### src/rtl/spi_master_tx.sv
// rtl/spi_master_tx.sv - SPI mode-0 master, MSB first, one full-duplex DATA_W-bit transfer per request
// Define SPI_MASTER_BURST_EN to chain a new byte into the same CS frame by asserting start in the done cycle.
module spi_master_tx #(
  parameter int CLK_DIV = 4,
  parameter int DATA_W  = 8
) (
  input  logic              clk,
  input  logic              rst,
  input  logic              start,
  input  logic [DATA_W-1:0] tx_data,
  output logic [DATA_W-1:0] rx_data,
  output logic              busy,
  output logic              done,
  output logic              SCK,
  output logic              SIMO,
  input  logic              SOMI,
  output logic              CS
);

  localparam int CNT_W = $clog2(2 * CLK_DIV);
  localparam int BIT_W = $clog2(DATA_W);

  typedef enum logic [2:0] {IDLE, SETUP, SHIFT, HOLD, GAP} state_t;

  state_t            state;
  state_t            next_state;
  logic [CNT_W-1:0]  cnt;
  logic [BIT_W-1:0]  bit_cnt;
  logic [DATA_W-1:0] tx_sh;
  logic [DATA_W-1:0] rx_sh;
  logic              half_tick;
  logic              load;
  logic              rise;
  logic              fall;
  logic              last;

  // SIMO is the MSB of the transmit shifter, so it only moves when the shifter does.
  assign SIMO      = tx_sh[DATA_W-1];
  assign half_tick = (cnt == CNT_W'(CLK_DIV - 1));

  always_ff @(posedge clk or posedge rst) begin
    if (rst) begin
      state <= IDLE;
    end else begin
      state <= next_state;
    end
  end

  // SHIFT always begins with SCK low, so both SETUP and a burst reload see a full low half-period first.
  always_comb begin
    next_state = state;
    load       = 1'b0;
    rise       = 1'b0;
    fall       = 1'b0;
    last       = 1'b0;
    case (state)
      IDLE: begin
        if (start) begin
          load       = 1'b1;
          next_state = SETUP;
        end
      end
      SETUP: begin
        if (half_tick) begin
          next_state = SHIFT;
        end
      end
      SHIFT: begin
        if (half_tick) begin
          if (!SCK) begin
            rise = 1'b1;
          end else begin
            fall = 1'b1;
            if (bit_cnt == BIT_W'(DATA_W - 1)) begin
              last       = 1'b1;
              next_state = HOLD;
            end
          end
        end
      end
      HOLD: begin
`ifdef SPI_MASTER_BURST_EN
        if (done && start) begin
          load       = 1'b1;
          next_state = SHIFT;
        end else if (half_tick) begin
          next_state = GAP;
        end
`else
        if (half_tick) begin
          next_state = GAP;
        end
`endif
      end
      GAP: begin
        // The IDLE cycle that follows completes the 2*CLK_DIV CS-high gap.
        if (cnt == CNT_W'(2 * CLK_DIV - 2)) begin
          next_state = IDLE;
        end
      end
      default: next_state = IDLE;
    endcase
  end

  always_ff @(posedge clk or posedge rst) begin
    if (rst) begin
      cnt <= '0;
    end else if (state == IDLE || state != next_state || rise || fall) begin
      cnt <= '0;
    end else begin
      cnt <= cnt + 1'b1;
    end
  end

  always_ff @(posedge clk or posedge rst) begin
    if (rst) begin
      CS      <= 1'b1;
      SCK     <= 1'b0;
      busy    <= 1'b0;
      done    <= 1'b0;
      rx_data <= '0;
      tx_sh   <= '0;
      rx_sh   <= '0;
      bit_cnt <= '0;
    end else begin
      done <= last;
      if (load) begin
        CS      <= 1'b0;
        busy    <= 1'b1;
        tx_sh   <= tx_data;
        bit_cnt <= '0;
      end
      if (rise) begin
        SCK   <= 1'b1;
        rx_sh <= {rx_sh[DATA_W-2:0], SOMI};
      end
      if (fall) begin
        SCK <= 1'b0;
        if (last) begin
          rx_data <= rx_sh;
        end else begin
          bit_cnt <= bit_cnt + 1'b1;
          tx_sh   <= {tx_sh[DATA_W-2:0], 1'b0};
        end
      end
      if (state == HOLD && next_state == GAP) begin
        CS <= 1'b1;
      end
      if (state == GAP && next_state == IDLE) begin
        busy <= 1'b0;
      end
    end
  end

endmodule
### config.mk
export PLATFORM = sky130hd
export DESIGN_NAME = spi_master_tx
export DESIGN_NICKNAME = d
export VERILOG_FILES = /design/src/rtl/spi_master_tx.sv
export SDC_FILE = /design/constraint.sdc
export NUM_CORES = 1
export LEC_CHECK = 0
export ABC_AREA = 1
export CAP_MARGIN = 20
export CORE_ASPECT_RATIO = 0.7
export CORE_MARGIN = 1.5
export CORE_UTILIZATION = 57
export DETAILED_ROUTE_END_ITERATION = 8
export PLACE_DENSITY = 0.86
export SLEW_MARGIN = 20
export SYNTH_ARGS = -nofsm -noshare
export SYNTH_HDL_FRONTEND = slang
export SYNTH_SLANG_ARGS = --single-unit
export TNS_END_PERCENT = 10
### constraint.sdc
create_clock -name clk -period 2.2 [get_ports clk]
set_input_delay 0.22 -clock clk [delete_from_list [all_inputs] [get_ports clk]]
set_output_delay 0.22 -clock clk [all_outputs]
set_load 0.005 [all_outputs]
### Yosys cells after proc, flatten, opt, wreduce, memory -nomap -nowiden

Index checks and enable logic that the tools add are counted.

| word-level totals | value |
|---|---|
| bits of input ports | 12 |
| logic and storage cells | 65 |
| memories | 0 |
| bits in latches | 0 |
| output and inout port bits | 13 |
| memory bits (read-only) | 0 |
| bits in registers | 37 |
| bits in writable memories | 0 |

| operators by class | value |
|---|---|
| bitwise gates (word level) | 0 |
| $add $sub $neg | 2 |
| shift operators | 0 |
| magnitude comparators | 0 |
| $mul | 0 |
| reduce and logical (&&, ||, !) cells | 11 |
| divide/modulo/power cells | 0 |
| equal/unequal tests | 9 |
| mux-type cells | 33 |

Operators with widths:

| operator | number |
|---|---|
| $mux W3 | 11 |
| $mux W8 | 3 |
| $mux W1 | 18 |
| $pmux W3 S5 | 1 |
| $eq A3 B3 Y1 const B | 4 |
| $eq A3 B2 Y1 const B | 3 |
| $add A3 B1 Y3 const B | 2 |
| $logic_not A3 Y1 | 2 |
| $reduce_bool A2 Y1 | 3 |
| $eq A3 B1 Y1 const B | 1 |
| $logic_or A1 B1 Y1 | 3 |
| $ne A3 B3 Y1 | 1 |
| $logic_and A1 B1 Y1 | 2 |
| $reduce_and A2 Y1 | 1 |

### Depth between registers and ports, before layout

Gate-level depths: netlist of run 1.

| depth | value |
|---|---|
| depth after elaboration | 10 |
| gate-level depth with buffers | 9 |
| depth with buffers taken out | 8 |

### Least setup slack after synthesis of run 1

Ideal clock, no wire load.

| timing path | value |
|---|---|
| path kind | reg2reg |
| start point | register bit_cnt[0] |
| end point | register rx_data[0] |
| clock period less this slack | 1,490 ps |
| path buffers | 1 |
| stages on the path, launching flop included | 8 |
| library setup time | 123 ps |
| data required time | 2,077 ps |
| arrival | 1,366 ps |
| setup slack | 710 ps |
| cells stage by stage | dfrtp_1 > ha_1 > ha_1 > inv_1 > clkbuf_1 > nor2_8 > nand2_1 > nand2_1 |

| on the way | value |
|---|---|
| longest elaborated chain between the ends | 6 |

Ends and longest elaborated chain:

| what | line | RTL |
|---|---|---|
| from (decl) | 28 | `logic [BIT_W-1:0] bit_cnt;` |
| from (signal assigned) | 142 | `bit_cnt <= bit_cnt + 1'b1;` |
| $eq A3 B3 Y1 | 74 | `if (bit_cnt == BIT_W'(DATA_W - 1)) begin` |
| $mux W1 | 74 |  |
| $mux W1 | 70 | `if (!SCK) begin` |
| $mux W1 | 69 | `if (half_tick) begin` |
| $mux W1 | 56 | `case (state)` |
| named net last | 35 | `logic last;` |
| $reduce_and A2 Y1 (no source line) | -- |  |
| to (signal assigned) | 140 | `rx_data <= rx_sh;` |
| to (decl) | 11 | `output logic [DATA_W-1:0] rx_data,` |

The timed path passes the listed nets, and every way through them passes these cells.
A chain may end at the register's enable or synchronous reset.

### Worst setup path in the final report of run 1

| timing path | value |
|---|---|
| start point | register cnt[0] |
| end point | register tx_sh[3] |

| on the way | value |
|---|---|
| longest elaborated chain between the ends | 5 |
| elaborated cells between the ends (all ways) | 7 |
| classes of those cells | 1 x eq/ne; 6 x mux |

Ends and longest elaborated chain:

| what | line | RTL |
|---|---|---|
| from (decl) | 27 | `logic [CNT_W-1:0] cnt;` |
| from (signal assigned) | 111 | `cnt <= cnt + 1'b1;` |
| $eq A3 B2 Y1 * | 39 | `assign half_tick = (cnt == CNT_W'(CLK_DIV - 1));` |
| $mux W1 | 69 |  |
| $mux W1 | 56 |  |
| $mux W8 | 139 | `if (last) begin` |
| $mux W8 * | 137 | `if (fall) begin` |
| to (signal assigned) | 130 | `tx_sh <= tx_data;` |
| to (signal assigned) | 143 | `tx_sh <= {tx_sh[DATA_W-2:0], 1'b0};` |
| to (decl) | 29 | `logic [DATA_W-1:0] tx_sh;` |

Every way passes the cells marked *; elsewhere a longest branch is shown, timed or not.

==> impl_metrics.ini, run 1 <==
[floorplan]
die-area_um2 = 3410
rows = 16
core_area_um2 = 2860
ios = 25
die_h_um = 49.3
initial_core_util_pct = 61.0
die-width_um = 69.1

[routing]
ant_nets = 0
top_layer = met4
wirelength_um = 3420
wl_met2_um = 1750
avgRoutedWirePerCell_um = 13.2
met3_length_um = 147
dr.pass1.iters = 4
drt_iter0_drc = 123
drt-met1-wl_um = 1500
vias = 1365
drc = 0
vias_per_cell = 5.25

[job]
drv_cap = 0

[global_route]
grt_pass1_wl_um = 5940
grt-ovfl-total = 0
grt_usage_pct = 22.6
grt_pass1_vias = 1334
antenna_found_initial = 0
grt_max_degree = 38

[hold_path]
hp-class = input port to asynchronous set/reset pin

[worst_setup_path]
path_max_fanout = 11
crit_slowest_cell = nor2_2
worstSetupPathType = flop to flop
cp-start-kind = flop
path_cells = ha_1 -> ha_1 -> nand2_2 -> clkinv_2 -> nand3_2 -> nor2_2 -> nor2_1 -> nor2_1
critPathMaxStageDelay_ns = 0.39
crit_required_ns = 2.41
worstPathArrival_ns = 2.03
end_kind = flop

[placement]
gp_congestion = 0.811
io_buffers = 24
place_hpwl_um = 2400

[logic_synthesis]
syn_area_um2 = 1750
seq_area_frac_synth_pct = 53.1
postSynthCellCount = 196
ys_seq_elements = 37
synthDistinctLibCells = 24
yosysWarnings = 0
avgSynthCellArea_um2 = 8.91
synth_nets = 213

[finish]
area_growth_pct = 19.4
layout-drive-gt1-share_pct = 13.8
fin_nets = 240
diodes = 0

[timing]
worstMarginPinSlew_ns = 0.515
finalCriticalPeriod_ns = 1.82
fmax_mhz = 551
finalSetupTns_ns = 0
slew_viol_final = 0
setup_viol = 0
finalClockSkew_ns = 0.00725
rsz0062_at_grt = no
maxSlewHeadroom_pct = 65.6
min_period_over_period_pct = 82.6
hold_violations = 0
hold_ws_ns = 0.325

[clock_tree]
path_clk_slew_ns = 0.07
clock_sinks = 37
root_buffer = clkbuf_8
postCtsSetupRepairBufs = 0
cts_hold_buf = 0
post_cts_resized = 0
cts_buffers = 5
cts_tree = done
cts_buffer_depth = 2
clkLatencyLatePin_ns = 0.29
htree_levels = 2

[power_and_ir_drop]
peakVddDrop_mv = 0.570
p_leak_uw = 0.00106
powerDensity_nw_per_um2 = 1000

[run_status]
outcome = finished clean
routing by layer:
layer  track usage, %  vias to the layer above
met2             36.4                       31
li1                 -                      671
met3             8.26                        2
met1             28.5                      661
met5                0                        -
met4             7.52                        0
placed cells by master (no fill, tap or decap), drive strengths merged:
cell type,n
o22ai,1
o21ai,17
o211ai,1
dfrtp,36
clkbuf,8
nand3,15
clkinv,1
a21oi,4
nor2,30
nand4,1
nand2,58
nor3,1
ha,5
dfstp,1
clkdlybuf4s50,24
buf,3
inv,18
state kept, by name, indices dropped and copies added (netlist names), 3 cells and up:
| name | cells |
|---|---|
| bit_cnt | 3 |
| cnt | 3 |
| rx_data | 8 |
| rx_sh | 8 |
| state | 3 |
| tx_sh | 8 |
worst max-delay path, delay by kind of cell (launching register included):
kind                       cells  cell delay, ns
buffers and inverters          1            0.07
DFF                            1            0.37
and+or+nand+nor                5            0.83
adders and majority gates      2            0.46
per-stage QoR:
step,total power [uW],util (%),cell area [um^2],std cells,setup slack (ns)
finish,2090,72.8,2080,260,0.384
global route,2250,72.8,2080,260,0.247
CTS,2100,72.8,2080,260,0.368
detailed placement,1610,69.6,1990,252,0.425
global placement,1560,69.6,1990,252,0.518
floorplan,1450,-,1750,196,0.710
Yosys cell counts:
library cell / count / area, um^2
inv_2: 1 / 3.75
dfstp_2: 1 / 26.3
o211ai_1: 1 / 7.51
ha_1: 5 / 62.6
nand4_2: 1 / 12.5
nor2_4: 1 / 11.3
buf_6: 3 / 33.8
nor2_8: 1 / 20.0
inv_1: 17 / 63.8
clkbuf_1: 1 / 3.75
buf_4: 3 / 22.5
nor2_1: 25 / 93.8
nor2_2: 3 / 18.8
nand2_2: 2 / 12.5
nand3_1: 13 / 65.1
nor3_2: 1 / 10.0
nand2_1: 56 / 210
o21ai_0: 9 / 45.0
clkinv_2: 1 / 5.00
o22ai_1: 1 / 6.26
dfrtp_1: 36 / 901
o21ai_2: 8 / 70.1
nand3_2: 2 / 20.0
a21oi_1: 4 / 20.0
cell type report:
cell class              instances  area [um^2]
flip-flops and latches         37          927
fillers                       219          779
multi-input cells             133          686
repair buffers                 27          263
clock buffers                   8         90.1
inverters                      19         72.6
well taps                      36         45.0
power breakdown:
group,internal (uW),switching (uW)
logic,247,359
clock network,255,225
registers,856,147
total,1360,731
kinds of logic after synthesis:
kind of cell | synth area share (%)
buf+inv | 7.60
compound gates | 8.53
flops | 53.1
simple gates | 27.2
fa+ha+maj | 3.58
path summary, 6_finish.rpt:
path,end,from,depth (start not counted),slack [ns]
worst max-delay path,tx_sh[3],cnt[0],8,0.38
max in group asynchronous,CS,rst,3,1.53
worst max register to register,tx_sh[3],cnt[0],8,0.38
min in group clk,cnt[0],cnt[0],1,0.46
worst min-delay path,bit_cnt[0],rst,3,0.33
worst min register to register,cnt[0],cnt[0],1,0.46
No activity file was read; power rests on OpenSTA's default activity.
==> run 2, diff against run 1 <==
- CORE_UTILIZATION: 57 -> 48
- PLACE_DENSITY: 0.86 -> 0.78
- clock period: 2.2 -> 1.56 ns (I/O delays scaled with it)
==> run 2 against run 1 <==
- maximum frequency rose by 19%
- register-to-register slack got worse by 0.35 ns
- final cell count rose by 6.9%
- global-route usage fell by 4.6 points
- critical path depth did not move
- clock skew fell by 0.0047 ns
- highest routed layer unchanged
- critical path type unchanged
- first-iteration DRC count fell by 48%
- setup slack got worse by 0.35 ns
==> impl_metrics.ini, run 2 (synthesized netlist as in run 1, its figures left out) <==
[global_route]
grt_pass1_wl_um = 5210
grt_max_degree = 38
grt-ovfl-total = 0
grt_usage_pct = 18.0
antenna_found_initial = 0
grt_pass1_vias = 1174

[routing]
drc = 0
wl_met2_um = 1320
ant_nets = 0
wirelength_um = 3050
dr.pass1.iters = 4
vias = 1315
avgRoutedWirePerCell_um = 11.0
top_layer = met4
drt_iter0_drc = 64
met3_length_um = 127
drt-met1-wl_um = 1530
vias_per_cell = 4.73

[finish]
layout-drive-gt1-share_pct = 16.7
final_cell_mix = 56 x nand2_1, 36 x dfrtp_1, 24 x nor2_1, 24 x clkdlybuf4s50_1, 17 x inv_1
layout.cells.most_common = nand2_1
final_area_um2 = 2200
fillers = 301
diodes = 0
register_area_um2 = 927
area_growth_pct = 26.3
reg_top3 = rx_data x8, rx_sh x8, tx_sh x8
fin_nets = 244
multi_input_comb_area_um2 = 709

[clock_tree]
cts_buffers = 5
htree_levels = 2
clkLatencyLatePin_ns = 0.29
cts_buffer_depth = 2
clock_sinks = 37
cts_tree = done
path_clk_slew_ns = 0.07
root_buffer = clkbuf_8

[timing]
fmax_mhz = 656
finalClockSkew_ns = 0.00254
hold_ws_ns = 0.193
hold_violations = 0
setup_viol = 0
maxSlewHeadroom_pct = 74.7
slew_viol_final = 0
finalCriticalPeriod_ns = 1.52
rsz0062_at_grt = yes
min_period_over_period_pct = 97.7
worstMarginPinSlew_ns = 0.380

[power_and_ir_drop]
p_comb_share_pct = 29.3
p_leak_uw = 0.00112
powerDensity_nw_per_um2 = 1370
pwr-share-clk_pct = 24.0
p_int_uw = 1990
p_sw_uw = 1040
seqPwrFrac_pct = 46.7
peakVddDrop_mv = 0.547
swShare_pct = 34.2

[worst_setup_path]
worstPathArrival_ns = 1.75
crit_required_ns = 1.79
critPathBufInv = 2
end_kind = flop
worstSetupPathType = flop to flop
cpLargestDelayFamily = adder cells
cp-start-kind = flop
path_max_fanout = 5
critPathMaxStageDelay_ns = 0.40
crit_slowest_cell = dfrtp_1
path_cells = ha_1 -> ha_1 -> buf_4 -> inv_1 -> nand2_1 -> o22ai_1 -> nand2_1 -> nor2_1

[placement]
gp_congestion = 0.800
place_hpwl_um = 2100
dpl_cell_area_um2 = 2080
io_buffers = 24

[job]
drv_cap = 0

[run_status]
outcome = finished clean

[floorplan]
core_area_um2 = 3490
die-area_um2 = 4010
die_h_um = 53.5
die-width_um = 75.1
ios = 25
rows = 18
initial_core_util_pct = 50.0

[hold_path]
hp-class = input port to asynchronous set/reset pin
[run 2: cell count changes in the layout (fill, tap and decap cells not counted), sizes merged]
cell and change:
clkbuf -1, buf +4, inv +1
[run 2: path summary, 6_finish.rpt]
check / from / to / slack, ns / cells past startpoint
setup / recovery: cnt[0] / cnt[1] / 0.04 / 8
hold / removal: rst / bit_cnt[0] / 0.19 / 3
setup reg to reg: cnt[0] / cnt[1] / 0.04 / 8
hold reg to reg: cnt[0] / cnt[0] / 0.47 / 1
max in group asynchronous: rst / CS / 1.10 / 3
min in group clk: SOMI / rx_sh[0] / 0.40 / 3
[run 2: final cells by class]
class                      instances  area share [%]
multi-input combinational        133            32.2
timing repair buffer              31            15.0
sequential                        37            42.1
clock inverter                     1           0.227
clock buffer                       7            4.37
inverter                          19            3.35
tap                               50            2.84
[run 2: stage by stage]
step                cells  setup WS [ns]  util, %  total power [uW]  TNS, ns
floorplan             196         0.0705        -              2040        0
global placement      270         0.0537     59.5              2270        0
detailed placement    270        -0.0524     59.5              2290   -0.174
CTS                   278         0.0383     62.6              3030        0
global route          278        -0.0387     63.2              3270   -0.318
finish                278         0.0361     63.2              3030        0
[run 2: per-layer routing]
metal	vias to the layer above	global-route usage [%]
li1	681	-
met1	598	23.9
met2	28	26.3
met3	8	5.14
met4	0	10.0
met5	-	0
[run 2: worst min-delay path, delay by kind of cell]
| kind | cells | cell delay [ns] |
|---|---|---|
| buf+inv | 3 | 0.70 |
[run 2: timing repair]
| item | 4_1_cts | 5_1_grt |
|---|---|---|
| setup endpoints to repair | 10 | 21 |
| hold buffers | 0 | 0 |
| gates resized for setup | 1 | 9 |
| buffers inserted | 0 | 0 |
[run 2: power by group through the flow]
stage | clock network [uW] | logic (uW) | registers, uW
2_1_floorplan | 0 | 680 | 1360
5_1_grt | 790 | 1020 | 1450
3_5_place_dp | 0 | 873 | 1420
3_3_place_gp | 0 | 851 | 1410
6_report | 728 | 887 | 1420
4_1_cts | 747 | 877 | 1400
